==> config.mk <==
export PLATFORM = sky130hd
export DESIGN_NAME = result_display
export DESIGN_NICKNAME = d
export VERILOG_FILES = /design/src/rtl/result_display.sv
export SDC_FILE = /design/constraint.sdc
export NUM_CORES = 1
export LEC_CHECK = 0
export CORE_MARGIN = 1
export CORE_UTILIZATION = 34
export CTS_CLUSTER_DIAMETER = 100
export CTS_CLUSTER_SIZE = 24
export DETAILED_ROUTE_END_ITERATION = 6
export HOLD_SLACK_MARGIN = 0.03
export PLACE_DENSITY = 0.53
export SLEW_MARGIN = 10
export SYNTH_ARGS = -nofsm -noshare
export SYNTH_HDL_FRONTEND = slang
export SYNTH_SLANG_ARGS = --single-unit
==> constraint.sdc <==
create_clock -name clk -period 1.9 [get_ports clk]
set_clock_uncertainty 0.05 [all_clocks]
set_input_delay 0.38 -clock clk [delete_from_list [all_inputs] [get_ports clk]]
set_output_delay 0.38 -clock clk [all_outputs]
set_load 0.01 [all_outputs]
==> src/rtl/result_display.sv <==
// Output stage for the sign-magnitude adder: captures one result per handshake,
// holds it, and drives a two-digit multiplexed active-low 7-segment display.
module result_display #(
  parameter int REFRESH_DIV = 1000,
  parameter int HOLD_CYCLES = 16
) (
  input  logic       clk,
  input  logic       rst,
  input  logic       in_valid,
  output logic       in_ready,
  input  logic [3:0] in_result,
  input  logic       in_zero,
  input  logic       clr,
  output logic [6:0] seg,
  output logic [1:0] an,
  output logic       led_neg,
  output logic       led_zero
);

  localparam int REF_W  = $clog2(REFRESH_DIV);
  localparam int HOLD_W = (HOLD_CYCLES > 1) ? $clog2(HOLD_CYCLES) : 1;
  localparam logic [REF_W-1:0]  REF_LAST  = REF_W'(REFRESH_DIV - 1);
  localparam logic [HOLD_W-1:0] HOLD_LAST = HOLD_W'(HOLD_CYCLES - 1);

  localparam logic [6:0] SEG_BLANK = 7'b1111111;
  localparam logic [6:0] SEG_MINUS = 7'b0111111;

  typedef enum logic [1:0] {IDLE, HOLD, SHOW} state_t;

  state_t            state_q, state_d;
  logic [HOLD_W-1:0] hold_q, hold_d;
  logic [REF_W-1:0]  refresh_q, refresh_d;
  logic              idx_q, idx_d;
  logic              sign_q, sign_d;
  logic [2:0]        mag_q, mag_d;
  logic              zero_q, zero_d;
  logic              in_ready_q, in_ready_d;
  logic [6:0]        seg_q, seg_d;
  logic [1:0]        an_q, an_d;
  logic              led_neg_q, led_neg_d;
  logic              led_zero_q, led_zero_d;

  logic              accept;
  logic              cap_zero;
  logic              showing;
  logic [6:0]        mag_seg;

  always_comb begin
    state_d   = state_q;
    hold_d    = hold_q;
    sign_d    = sign_q;
    mag_d     = mag_q;
    zero_d    = zero_q;
    accept    = in_valid & in_ready_q;
    cap_zero  = in_zero | (in_result[2:0] == 3'd0);

    refresh_d = (refresh_q == REF_LAST) ? '0 : refresh_q + 1'b1;
    idx_d     = (refresh_q == REF_LAST) ? ~idx_q : idx_q;

    // clr has priority over a same-edge accept and drops the captured value
    if (clr) begin
      state_d = IDLE;
      hold_d  = '0;
      sign_d  = 1'b0;
      mag_d   = 3'd0;
      zero_d  = 1'b1;
    end else begin
      case (state_q)
        IDLE, SHOW: begin
          if (accept) begin
            state_d = HOLD;
            hold_d  = '0;
            mag_d   = in_result[2:0];
            zero_d  = cap_zero;
            sign_d  = in_result[3] & ~cap_zero;
          end
        end
        HOLD: begin
          if (hold_q == HOLD_LAST) begin
            state_d = SHOW;
            hold_d  = '0;
          end else begin
            hold_d = hold_q + 1'b1;
          end
        end
        default: state_d = IDLE;
      endcase
    end

    in_ready_d = (state_d != HOLD);

    case (mag_q)
      3'd0:    mag_seg = 7'b1000000;
      3'd1:    mag_seg = 7'b1111001;
      3'd2:    mag_seg = 7'b0100100;
      3'd3:    mag_seg = 7'b0110000;
      3'd4:    mag_seg = 7'b0011001;
      3'd5:    mag_seg = 7'b0010010;
      3'd6:    mag_seg = 7'b0000010;
      default: mag_seg = 7'b1111000;
    endcase

    // Display lags state by one edge so seg and an always switch together
    showing    = (state_q != IDLE);
    an_d       = idx_q ? 2'b01 : 2'b10;
    if (!showing)
      seg_d = SEG_BLANK;
    else if (idx_q)
      seg_d = sign_q ? SEG_MINUS : SEG_BLANK;
    else
      seg_d = mag_seg;
    led_neg_d  = showing & sign_q;
    led_zero_d = showing & zero_q;
  end

  always_ff @(posedge clk or posedge rst) begin
    if (rst) begin
      state_q    <= IDLE;
      hold_q     <= '0;
      refresh_q  <= '0;
      idx_q      <= 1'b0;
      sign_q     <= 1'b0;
      mag_q      <= 3'd0;
      zero_q     <= 1'b1;
      in_ready_q <= 1'b0;
      seg_q      <= SEG_BLANK;
      an_q       <= 2'b11;
      led_neg_q  <= 1'b0;
      led_zero_q <= 1'b0;
    end else begin
      state_q    <= state_d;
      hold_q     <= hold_d;
      refresh_q  <= refresh_d;
      idx_q      <= idx_d;
      sign_q     <= sign_d;
      mag_q      <= mag_d;
      zero_q     <= zero_d;
      in_ready_q <= in_ready_d;
      seg_q      <= seg_d;
      an_q       <= an_d;
      led_neg_q  <= led_neg_d;
      led_zero_q <= led_zero_d;
    end
  end

  assign in_ready = in_ready_q;
  assign seg      = seg_q;
  assign an       = an_q;
  assign led_neg  = led_neg_q;
  assign led_zero = led_zero_q;

endmodule

### Word level (Yosys, flattened, before mapping)

Index checks and enable logic that the tools add are counted.

| word-level totals | value |
|---|---|
| bits in registers | 34 |
| output and inout bits | 12 |
| word-level logic and storage cells | 66 |

| cells by class | value |
|---|---|
| add/subtract/negate cells | 2 |
| eq/ne operators | 12 |
| muxes and demuxes | 23 |
| bitwise logic cells | 7 |
| reductions and logical operators | 10 |

Operator list:

| kind | count |
|---|---|
| 7-bit case mux with 7 select lines | 1 |
| 7-bit 2-to-1 mux | 3 |
| 4-bit 2-to-1 mux | 3 |
| 10-bit by 1-bit adder with 10-bit output (second input constant) | 1 |
| 10-bit equality test (second input constant) | 1 |
| 10-bit 2-to-1 mux | 1 |
| 3-bit equality test (second input constant) | 3 |
| 3-bit 2-to-1 mux | 3 |
| 2-bit 2-to-1 mux | 4 |
| 4-bit case mux with 2 select lines | 1 |
| 3-bit by 2-bit equality test with 1-bit output (second input constant) | 2 |
| 3-bit logical NOT | 2 |
| 1-bit 2-to-1 mux | 6 |
| 2-bit nonzero test | 3 |
| 4-bit by 1-bit adder with 4-bit output (second input constant) | 1 |
| 1-bit AND | 4 |
| 4-bit equality test (second input constant) | 1 |
| 2-bit case mux with 2 select lines | 1 |
| 2-bit AND reduction | 2 |
| 3-bit by 1-bit equality test with 1-bit output (second input constant) | 1 |
| 3-bit != test (second input constant) | 1 |
| 3-bit nonzero test | 1 |
| 2-bit by 1-bit equality test with 1-bit output (second input constant) | 1 |
| 2-bit equality test (second input constant) | 1 |
| other kinds (5) | 6 |

### Longest topological paths before layout

Gate-level depths: netlist of run 1.

| logic depth | value |
|---|---|
| depth in word-level cells | 7 |
| gate-level depth with buffers | 5 |
| gate-level depth less buffers | 5 |

### Least setup slack after synthesis of run 1

No wires, ideal clock.

| timing | value |
|---|---|
| path kind | flip-flop to flip-flop |
| start point | register refresh_q[0] |
| end point | register refresh_q[8] |
| setup time | 0.129 ns |
| data arrival time | 1.185 ns |
| path slack | 0.536 ns |
| cell stages (with the launch flop) | 6 |
| clock period less this slack | 1.364 ns |
| cell sequence | dfrtp_1 > ha_1 > and4bb_1 > nand3_2 > a21boi_0 > o22ai_1 |

| on the way | value |
|---|---|
| cells in the longest elaborated chain, start to end | 2 |

RTL lines:

| element | RTL line | source |
|---|---|---|
| start, declared | 32 | `logic [REF_W-1:0] refresh_q, refresh_d;` |
| start signal, assigned | 133 | `refresh_q <= refresh_d;` |
| 10-bit by 1-bit adder with 10-bit output / 10-bit equality test (equally long branches) | 57 | `refresh_d = (refresh_q == REF_LAST) ? '0 : refresh_q + 1'b1;` |
| 10-bit 2-to-1 mux (*) | 57 |  |
| named net refresh_d[8] | 32 |  |

Mark *: on every way through the listed nets, which the timed path passes. The rest lies on a longest branch.
A chain may end at the register's enable or synchronous reset.

### Final worst setup path of run 1

| timing | value |
|---|---|
| start point | register an_q[0] (netlist: an[0]) |
| end point | output port an[0] |

RTL lines:

| element | RTL line | source |
|---|---|---|
| start, declared | 39 | `logic [1:0] an_q, an_d;` |
| start signal, assigned | 140 | `an_q <= an_d;` |
| end, declared | 15 | `output logic [1:0] an,` |

No word-level cell between the ends.

==> impl_results.md, run 1 <==
- Initial Util: 36.3%
- Die Height: 68.0 um
- Share of flip-flops with an asynchronous set or reset: 100%
- Yosys top cell area share: 40.5%
- Area grow syn2layout: 24.3%
- P per Cell Area: 848 nW/um^2
- CTS hold repair buffers: 0
- DRT antenna net count: 0
- Register area share after synthesis: 58.2%
- Top delay family on crit path: buffers and inverters
- Comb pwr share: 9.9%
- Clock transition at path regs: 0.07 ns
- N_diodes: 0
- Vias: 1,066
- Commonest non-fill, non-tap cell in the layout: dfrtp_1
- Multiplexer area fraction after synthesis: 0%
- 1st-pass router iterations: 4
- DRT iter0 DRCs: 42
- Worst-margin pin slew: 0.423 ns
- Slew Limit Headroom: 71.8%
- Leakage power: 0.754 nW
- Die width: 68.0 um
- Top_reg_cell synth: dfrtp_1
- Status: finished clean
- Post-synthesis xor/xnor area fraction: 4.14%
- Share of layout cells above drive strength 1: 14.0%
- Critical Path Stages: 1
- Final count of negative-setup-slack endpoints: 0
- Vias in the first global route: 1,021
- Synth warn: 0
- Count of state elements after synthesis: 34
- Die Area: 4630 um^2
- Core ar.: 4090 um^2
- TNS Setup: 0 ns
- Final Hold Violating Endpoints: 0
- CP Capture Type: primary output
- CP Buf/Inv Count: 1
- PostCTS Resize Cnt: 0
- Sw Share: 22.7%
- Req. time, crit path: 1.47 ns
- WS Path Type: flop to primary output
- Worst Path Max Fanout: 1
- Initial antenna violation count: 0
- Total Routing Usage GR: 13.9%
- Internal cell power: 0.00121 W
- Longest Clk Path Bufs: 2
- Setup Fix Bufs, Post-CTS: 0
- Cell taking the most area after synthesis: dfrtp_1
- Critical path cell sequence: clkdlybuf4s50_1
- Largest family of logic cells by synthesized area: simple AND/OR/NAND/NOR gates
- Final Slew Violations: 0
- Num CTS Buffers: 5
- Fmax: 572 MHz
- Placed instance count: 213
- Commonest cells after routing, fill and taps aside: dfrtp_1 (24), nand2_1 (23), clkdlybuf4s50_1 (20), a21oi_1 (11), dfstp_2 (10)
- DP HPWL: 1880 um
- Mapped Area: 1480 um^2
- Avg WL per Cell: 12.2 um
- Unrepaired setup endpoints after global routing: no
- DR DRC count: 0
- Clock insertion delay at the later pin of the skew report: 0.28 ns
- Syn Nets: 158
- Non-Filler Instances: 221
- Post-synthesis compound-gate area fraction: 11.0%
- Avg Cell Area, Syn: 10.1 um^2
- Worst hold path type: flop to flop
- GPL Wtd Cong: 0.729
- Post-Synth Simple-Gate Area: 22.1%
- Synth top area cells: dfrtp_1 (41%), dfstp_2 (18%), nand2_1 (5.8%)
- Adder-cell share of the synthesized area: 1.69%
- Routed wire length: 2710 um
- Hold depth: 0
- Max cap viols: 0
- Yosys cell types: 33
- I/O Pins: 21
- Number of enable flip-flop cells after synthesis: 0
- Final std cell area, no fill: 1840 um^2
- Port Buf Inserts: 20
- Seq pwr share: 50.5%
- Worst IR Drop VDD: 0.442 mV
- CTS Root Cell: clkbuf_8
- CTS tree: built
- CTS sink cnt: 34
- Critical-path top delay cell: clkdlybuf4s50_1
- Reg2reg path depth: 5
- Final period util: 92.0%
- Post-place instance area: 1730 um^2
- H-tree depth: 2
- Crit path DAT: 1.32 ns
- Synth Instances: 147
- CP Launch Type: flop
- Max incr delay on CP: 0.52 ns
- Vias per cell: 4.82
- Fin crit period: 1.75 ns
- Clk pwr share: 39.6%
- Largest net degree at the start of global routing: 35
- Switch Pwr: 0.000354 W
- Grt total ovfl: 0
- First-pass GRT wire length: 4610 um
- Rows: 23
- Nets: 181
[area by class of cell]
class	count	area, um^2
well taps	50	62.6
clock buffers	8	110
repair buffers	21	208
inverters	6	22.5
fillers	403	2240
multi-input cells	102	577
flip-flops and latches	34	863
[worst register-to-register path: stages, from the launching register on]
cell      delay (ns)
dfrtp_1         0.39
ha_1            0.27
and4bb_1        0.26
nand3_2         0.13
a21boi_0        0.21
o22ai_1         0.11
[cells in the mapped netlist (all sizes together) (4+ instances only)]
library cell / n
a21oi: 11
clkbuf: 4
dfrtp: 24
dfstp: 10
inv: 6
nand2: 23
nand3: 10
nor2: 10
nor2b: 7
o21ai: 10
xor2: 4
[cells by family (layout without fill, tap and decap cells)]
| group | Yosys count | in the layout |
|---|---|---|
| xor gates and xnor gates | 7 | 7 |
| and+or+nand+nor | 64 | 64 |
| AOI/OAI and AO/OA | 29 | 29 |
| DFF | 34 | 34 |
| adders and majority gates | 2 | 2 |
| buffers and inverters | 11 | 35 |
[power by group through the flow]
stage / Clock, W / Combinational (W) / Sequential [W]
after floorplan: 0 / 0.0000814 / 0.000802
after global placement: 0 / 0.000155 / 0.000801
after detailed placement: 0 / 0.000157 / 0.000802
after CTS: 0.000640 / 0.000158 / 0.000789
after global routing: 0.000665 / 0.000174 / 0.000794
final: 0.000619 / 0.000154 / 0.000789
[stage by stage]
step	power, W	hold WS [ns]	worst slack, ns	util, %
finish	0.00156	0.404	0.152	45.1
global route	0.00163	0.419	0.106	45.1
CTS	0.00159	0.403	0.135	45.1
detailed placement	0.000959	0.392	0.149	42.4
global placement	0.000955	0.382	0.189	42.4
floorplan	0.000883	0.356	0.536	-
[state kept, by name (all words and copies together), names as in the netlist]
name	cells
refresh_q	10
seg	7
hold_q	4
mag_q	3
an	2
state_q	2
idx_q	1
in_ready	1
led_neg	1
led_zero	1
sign_q	1
zero_q	1
[metal layers]
metal  global-route usage, %  wire length, um
met5                       0                0
met4                    7.81               24
met3                    4.00              120
met2                    21.2             1240
met1                    17.6             1320
[path summary, 6_finish.rpt]
kind,startpoint,to,slack (ns)
max in group asynchronous,rst,seg[0],1.03
min in group asynchronous,rst,refresh_q[9],0.44
worst min register to register,idx_q,an[0],0.40
worst max register to register,refresh_q[0],refresh_q[8],0.37
worst min-delay path,idx_q,an[0],0.40
worst max-delay path,an[0],an[0],0.15
No activity file was read; power rests on OpenSTA's default activity.
==> inputs of run 2 (changes only) <==
- REMOVE_ABC_BUFFERS: unset -> 1
- clock period: 1.9 -> 2 ns (I/O delays scaled with it)
==> impl_results.md, run 2 (synthesized netlist as in run 1, its figures left out) <==
- Status: finished clean
- Grt total ovfl: 0 (unchanged)
- Max incr delay on CP: 0.53 ns (about the same)
- GPL Wtd Cong: 0.804 (+10%)
- First-pass GRT wire length: 4440 um (-3.6%)
- Most flops, register: refresh_q
- Req. time, crit path: 1.55 ns (+0.08 ns)
- Critical-path top delay cell: clkdlybuf4s50_1
- CP Capture Type: primary output
- CTS Root Cell: clkbuf_8
- Vias per cell: 4.92 (+2.1%)
- Post-place instance area: 1730 um^2 (unchanged)
- DP HPWL: 1860 um (-0.86%)
- Non-Filler Instances: 221 (unchanged)
- Max cap viols: 0 (unchanged)
- Die Area: 4630 um^2 (unchanged)
- GR met2 Demand/Resource: 19.5% (-1.7 points)
- N_diodes: 0 (unchanged)
- Final Hold Violating Endpoints: 0 (unchanged)
- Met3 usage: 5.50% (+1.5 points)
- Leakage power: 0.745 nW (-1.2%)
- Num CTS Buffers: 5 (unchanged)
- Initial antenna violation count: 0 (unchanged)
- Hold Slack: 0.393 ns (-0.0103 ns)
- Largest net degree at the start of global routing: 35 (unchanged)
- Die Height: 68.0 um (unchanged)
- DRT iter0 DRCs: 60 (+43%)
- Worst-margin pin slew: 0.427 ns (+0.00418 ns)
- Initial Util: 36.3% (unchanged)
- Fmax: 566 MHz
- Critical path cell sequence: clkdlybuf4s50_1
- DRT antenna net count: 0 (unchanged)
- Crit path DAT: 1.32 ns (about the same)
- Port Buf Inserts: 20 (unchanged)
- CTS tree: built
- Worst hold path type: flop to flop
- PostCTS Resize Cnt: 0 (unchanged)
- Unrepaired setup endpoints after global routing: no
- CTS sink cnt: 34 (unchanged)
- Top delay family on crit path: buffers and inverters
- Commonest cells after routing, fill and taps aside: dfrtp_1 (24), nand2_1 (23), clkdlybuf4s50_1 (20), a21oi_1 (11), dfstp_2 (10)
- WS Path Type: flop to primary output
- Largest register FFs: 10 (unchanged)
- CP Launch Type: flop
- TNS Setup: 0 ns (unchanged)
- Met1 Use GR: 17.2% (-0.33 points)
- Area grow syn2layout: 23.0%
- Final WS setup: 0.233 ns (+0.0815 ns)
- Longest Clk Path Bufs: 2 (unchanged)
- R2R setup slack: 0.49 ns (+0.12 ns)
- Final count of negative-setup-slack endpoints: 0 (unchanged)
- Share of layout cells above drive strength 1: 13.5% (-0.58 points)
- Slew Limit Headroom: 71.5% (-0.28 points)
- Setup Fix Bufs, Post-CTS: 0 (unchanged)
- Worst reg2reg path endpoint: idx_q
- Placed instance count: 213 (unchanged)
- Routed wire length: 2560 um (-5.4%)
- DR DRC count: 0 (unchanged)
- Vias: 1,088 (+2.1%)
- Clock transition at path regs: 0.06 ns (about the same)
- I/O Pins: 21 (unchanged)
- RR Startpoint: refresh_q[0]
- Die width: 68.0 um (unchanged)
- Nets: 181 (unchanged)
- 1st-pass router iterations: 4 (unchanged)
- CTS hold repair buffers: 0 (unchanged)
- Grt peak-use layer: met2
- Clock insertion delay at the later pin of the skew report: 0.28 ns (about the same)
- Final Slew Violations: 0 (unchanged)
- Rows: 23 (unchanged)
- Vias in the first global route: 1,022 (+0.098%)
- Final period util: 88.3%
- Avg WL per Cell: 11.6 um (-5.4%)
- Core ar.: 4090 um^2 (unchanged)
- Setup WS pre-CTS: 0.223 ns (+0.0738 ns)
- Worst IR Drop VDD: 0.292 mV (-34%)
- H-tree depth: 2 (unchanged)
- Hold_sp: idx_q
- Final std cell area, no fill: 1820 um^2 (-1.0%)
- Hold depth: 0 (unchanged)
- Worst Path Max Fanout: 1 (unchanged)
- CP Buf/Inv Count: 1 (unchanged)
- Filler cells: 398 (-1.2%)
- Commonest non-fill, non-tap cell in the layout: dfrtp_1
- P per Cell Area: 767 nW/um^2 (-9.5%)
- Total Routing Usage GR: 13.3% (-0.61 points)
- Hold worst-path end: an[0]
- Reg2reg path depth: 5 (unchanged)
- Fin crit period: 1.77 ns
-- run 2: cell types whose count changed in the layout (fill, tap and decap cells not counted), sizes merged --
| cell | delta |
|---|---|
| clkinv | +1 |
| clkbuf | -1 |
-- run 2: report_power, final --
group / internal, W / switching (W)
sequential: 0.000729 / 0.0000207
clock: 0.000277 / 0.000227
combinational: 0.0000713 / 0.0000741
total: 0.00108 / 0.000322
-- run 2: routing by layer --
metal	vias to the layer above	wire length (um)	part of all wire (%)
met4	0	22	0.86
met3	3	126	4.9
met2	22	1170	46
met5	-	0	0
li1	542	-	-
met1	521	1240	48
-- run 2: layout make-up --
class / count / area (um^2) / area share, %
flip-flops and latches: 34 / 863 / 47.3
multi-input cells: 102 / 577 / 31.6
repair buffers: 21 / 208 / 11.4
clock buffers: 7 / 86.3 / 4.73
well taps: 50 / 62.6 / 3.43
inverters: 6 / 22.5 / 1.23
clock inverters: 1 / 5.00 / 0.274
-- run 2: worst max-delay path by stage --
stage,cells past startpoint,end,slack [ns],startpoint
floorplan,5,refresh_q[8],0.64,refresh_q[0]
global placement,5,hold_q[3],0.27,in_valid
detailed placement,5,hold_q[2],0.22,in_valid
CTS,1,seg[3],0.21,seg[3]
global route,1,seg[6],0.18,seg[6]
finish,1,seg[3],0.23,seg[3]
-- run 2: worst reg2reg max path: stages, from the launching register on --
cell      delay, ns
dfrtp_1        0.39
ha_1           0.26
and4bb_1       0.26
nand3_2        0.13
nor2_4         0.21
xnor2_1        0.14
-- run 2: metrics by stage --
stage / power (W) / utilization [%]
3_3_place_gp: 0.000906 / 42.4
4_1_cts: 0.00142 / 44.6
3_5_place_dp: 0.000909 / 42.4
5_1_grt: 0.00147 / 44.6
6_report: 0.00140 / 44.6
2_1_floorplan: 0.000833 / -
==> inputs of run 3 (changes only) <==
- PLACE_DENSITY: 0.53 -> unset
==> impl_results.md, run 3 (synthesized netlist as in run 1, its figures left out) <==
- Reg2reg path depth: 5 (unchanged)
- Critical-path top delay cell: clkdlybuf4s50_1
- Crit path to: seg[4]
- N_diodes: 0 (unchanged)
- Slew Limit Headroom: 72.3% (+0.76 points)
- Die Area: 4630 um^2 (unchanged)
- Worst reg2reg path endpoint: idx_q
- Highest routed layer: met4
- Total power draw: 0.00141 W (+0.52%)
- Avg WL per Cell: 11.9 um (+2.8%)
- Final Hold Violating Endpoints: 0 (unchanged)
- Longest Clk Path Bufs: 2 (unchanged)
- Vias: 1,074 (-1.3%)
- Worst IR Drop VDD: 0.376 mV (+29%)
- Vias in the first global route: 1,093 (+6.9%)
- Fmax: 560 MHz (-0.98%)
- Worst-margin pin slew: 0.416 ns (-0.0114 ns)
- Hold depth: 0 (unchanged)
- Critical Path Source: seg[4]
- WS Path Type: flop to primary output
- Status: finished clean
- PostCTS Resize Cnt: 0 (unchanged)
- Fin crit period: 1.78 ns (+0.0175 ns)
- Most flops, register: refresh_q
- P per Cell Area: 771 nW/um^2 (+0.52%)
- R2R setup slack: 0.49 ns (about the same)
- Met2 wire len: 1270 um (+8.6%)
- Routed wire length: 2630 um (+2.8%)
- Critical Path Stages: 1 (unchanged)
- H-tree depth: 2 (unchanged)
- 1st-pass router iterations: 4 (unchanged)
- DP HPWL: 1860 um (about the same)
- Clock transition at path regs: 0.06 ns (about the same)
- Vias per cell: 4.86 (-1.3%)
- Area grow syn2layout: 23.0% (unchanged)
- Largest register FFs: 10 (unchanged)
- Final std cell area, no fill: 1820 um^2 (unchanged)
- Initial Util: 36.3% (unchanged)
- Top delay family on crit path: buffers and inverters
- Final count of negative-setup-slack endpoints: 0 (unchanged)
- Worst Path Max Fanout: 1 (unchanged)
- Met3 Routed Length: 109 um (-13%)
- Max cap viols: 0 (unchanged)
- CTS sink cnt: 34 (unchanged)
- Setup Fix Bufs, Post-CTS: 0 (unchanged)
- CP Buf/Inv Count: 1 (unchanged)
- Nets: 181 (unchanged)
- Commonest non-fill, non-tap cell in the layout: dfrtp_1
- Post-place instance area: 1730 um^2 (unchanged)
- TNS Setup: 0 ns (unchanged)
- Final period util: 89.2% (+0.87 points)
- CTS tree: built
- GPL Wtd Cong: 0.758 (-5.7%)
- Max incr delay on CP: 0.53 ns (about the same)
- Commonest cells after routing, fill and taps aside: dfrtp_1 (24), nand2_1 (23), clkdlybuf4s50_1 (20), a21oi_1 (11), dfstp_2 (10)
- Placed instance count: 213 (unchanged)
- Rows: 23 (unchanged)
- Final Slew Violations: 0 (unchanged)
- DR DRC count: 0 (unchanged)
- Die Height: 68.0 um (unchanged)
- Unrepaired setup endpoints after global routing: no
- Die width: 68.0 um (unchanged)
- DRT iter0 DRCs: 57 (-5.0%)
- Share of layout cells above drive strength 1: 13.5% (unchanged)
- Worst hold path type: flop to flop
- Core ar.: 4090 um^2 (unchanged)
- CTS Root Cell: clkbuf_8
- Non-Filler Instances: 221 (unchanged)
- Leakage power: 0.745 nW (unchanged)
- RR Startpoint: refresh_q[0]
- Critical path cell sequence: clkdlybuf4s50_1
- CP Launch Type: flop
- Initial antenna violation count: 0 (unchanged)
- I/O Pins: 21 (unchanged)
- Total Routing Usage GR: 14.3% (+0.94 points)
- Largest net degree at the start of global routing: 35 (unchanged)
- CP Capture Type: primary output
- DRT antenna net count: 0 (unchanged)
- First-pass GRT wire length: 4700 um (+5.7%)
- Grt total ovfl: 0 (unchanged)
- Crit path DAT: 1.33 ns (about the same)
- Req. time, crit path: 1.55 ns (about the same)
- WL met1: 1150 um (-7.3%)
- Clock insertion delay at the later pin of the skew report: 0.29 ns (about the same)
- Port Buf Inserts: 20 (unchanged)
- Num CTS Buffers: 5 (unchanged)
- CTS hold repair buffers: 0 (unchanged)
## run 3: cell counts in the layout (fill, tap and decap cells not counted)
Identical to the previous run, type by type.
## run 3: metrics by stage
step                      util [%]  hold WS, ns  worst slack, ns
after floorplan                  -        0.356            0.636
after global placement        42.4        0.387            0.277
after detailed placement      42.4        0.391            0.222
after CTS                     44.6        0.406            0.195
after global routing          44.6        0.434            0.173
final                         44.6        0.406            0.216
## run 3: how the worst min path moves through the flow
stage,slack (ns),end,start
after floorplan,0.36,an[0],idx_q
after global placement,0.39,an[0],idx_q
after detailed placement,0.39,an[0],idx_q
after CTS,0.41,an[0],idx_q
after global routing,0.43,an[0],idx_q
final,0.41,an[0],idx_q
## run 3: cell type report
type / instances / area (um^2)
clock buffer: 7 / 86.3
clock inverter: 1 / 5.00
fill: 389 / 2260
inverter: 6 / 22.5
multi-input combinational: 102 / 577
sequential: 34 / 863
tap: 50 / 62.6
timing repair buffer: 21 / 208
## run 3: metal layers
| metal | vias to the layer above | GRT usage, % |
|---|---|---|
| li1 | 542 | - |
| met1 | 496 | 16.5 |
| met2 | 26 | 22.5 |
| met3 | 10 | 4.00 |
| met4 | 0 | 10.2 |
| met5 | - | 0 |
## run 3: power by group
part | internal (W) | switching (W) | total, W | leakage [nW]
sequential | 0.000729 | 0.0000210 | 0.000750 | 0.418
combinational | 0.0000712 | 0.0000753 | 0.000147 | 0.278
clock | 0.000277 | 0.000233 | 0.000511 | 0.0482
total | 0.00108 | 0.000330 | 0.00141 | 0.745
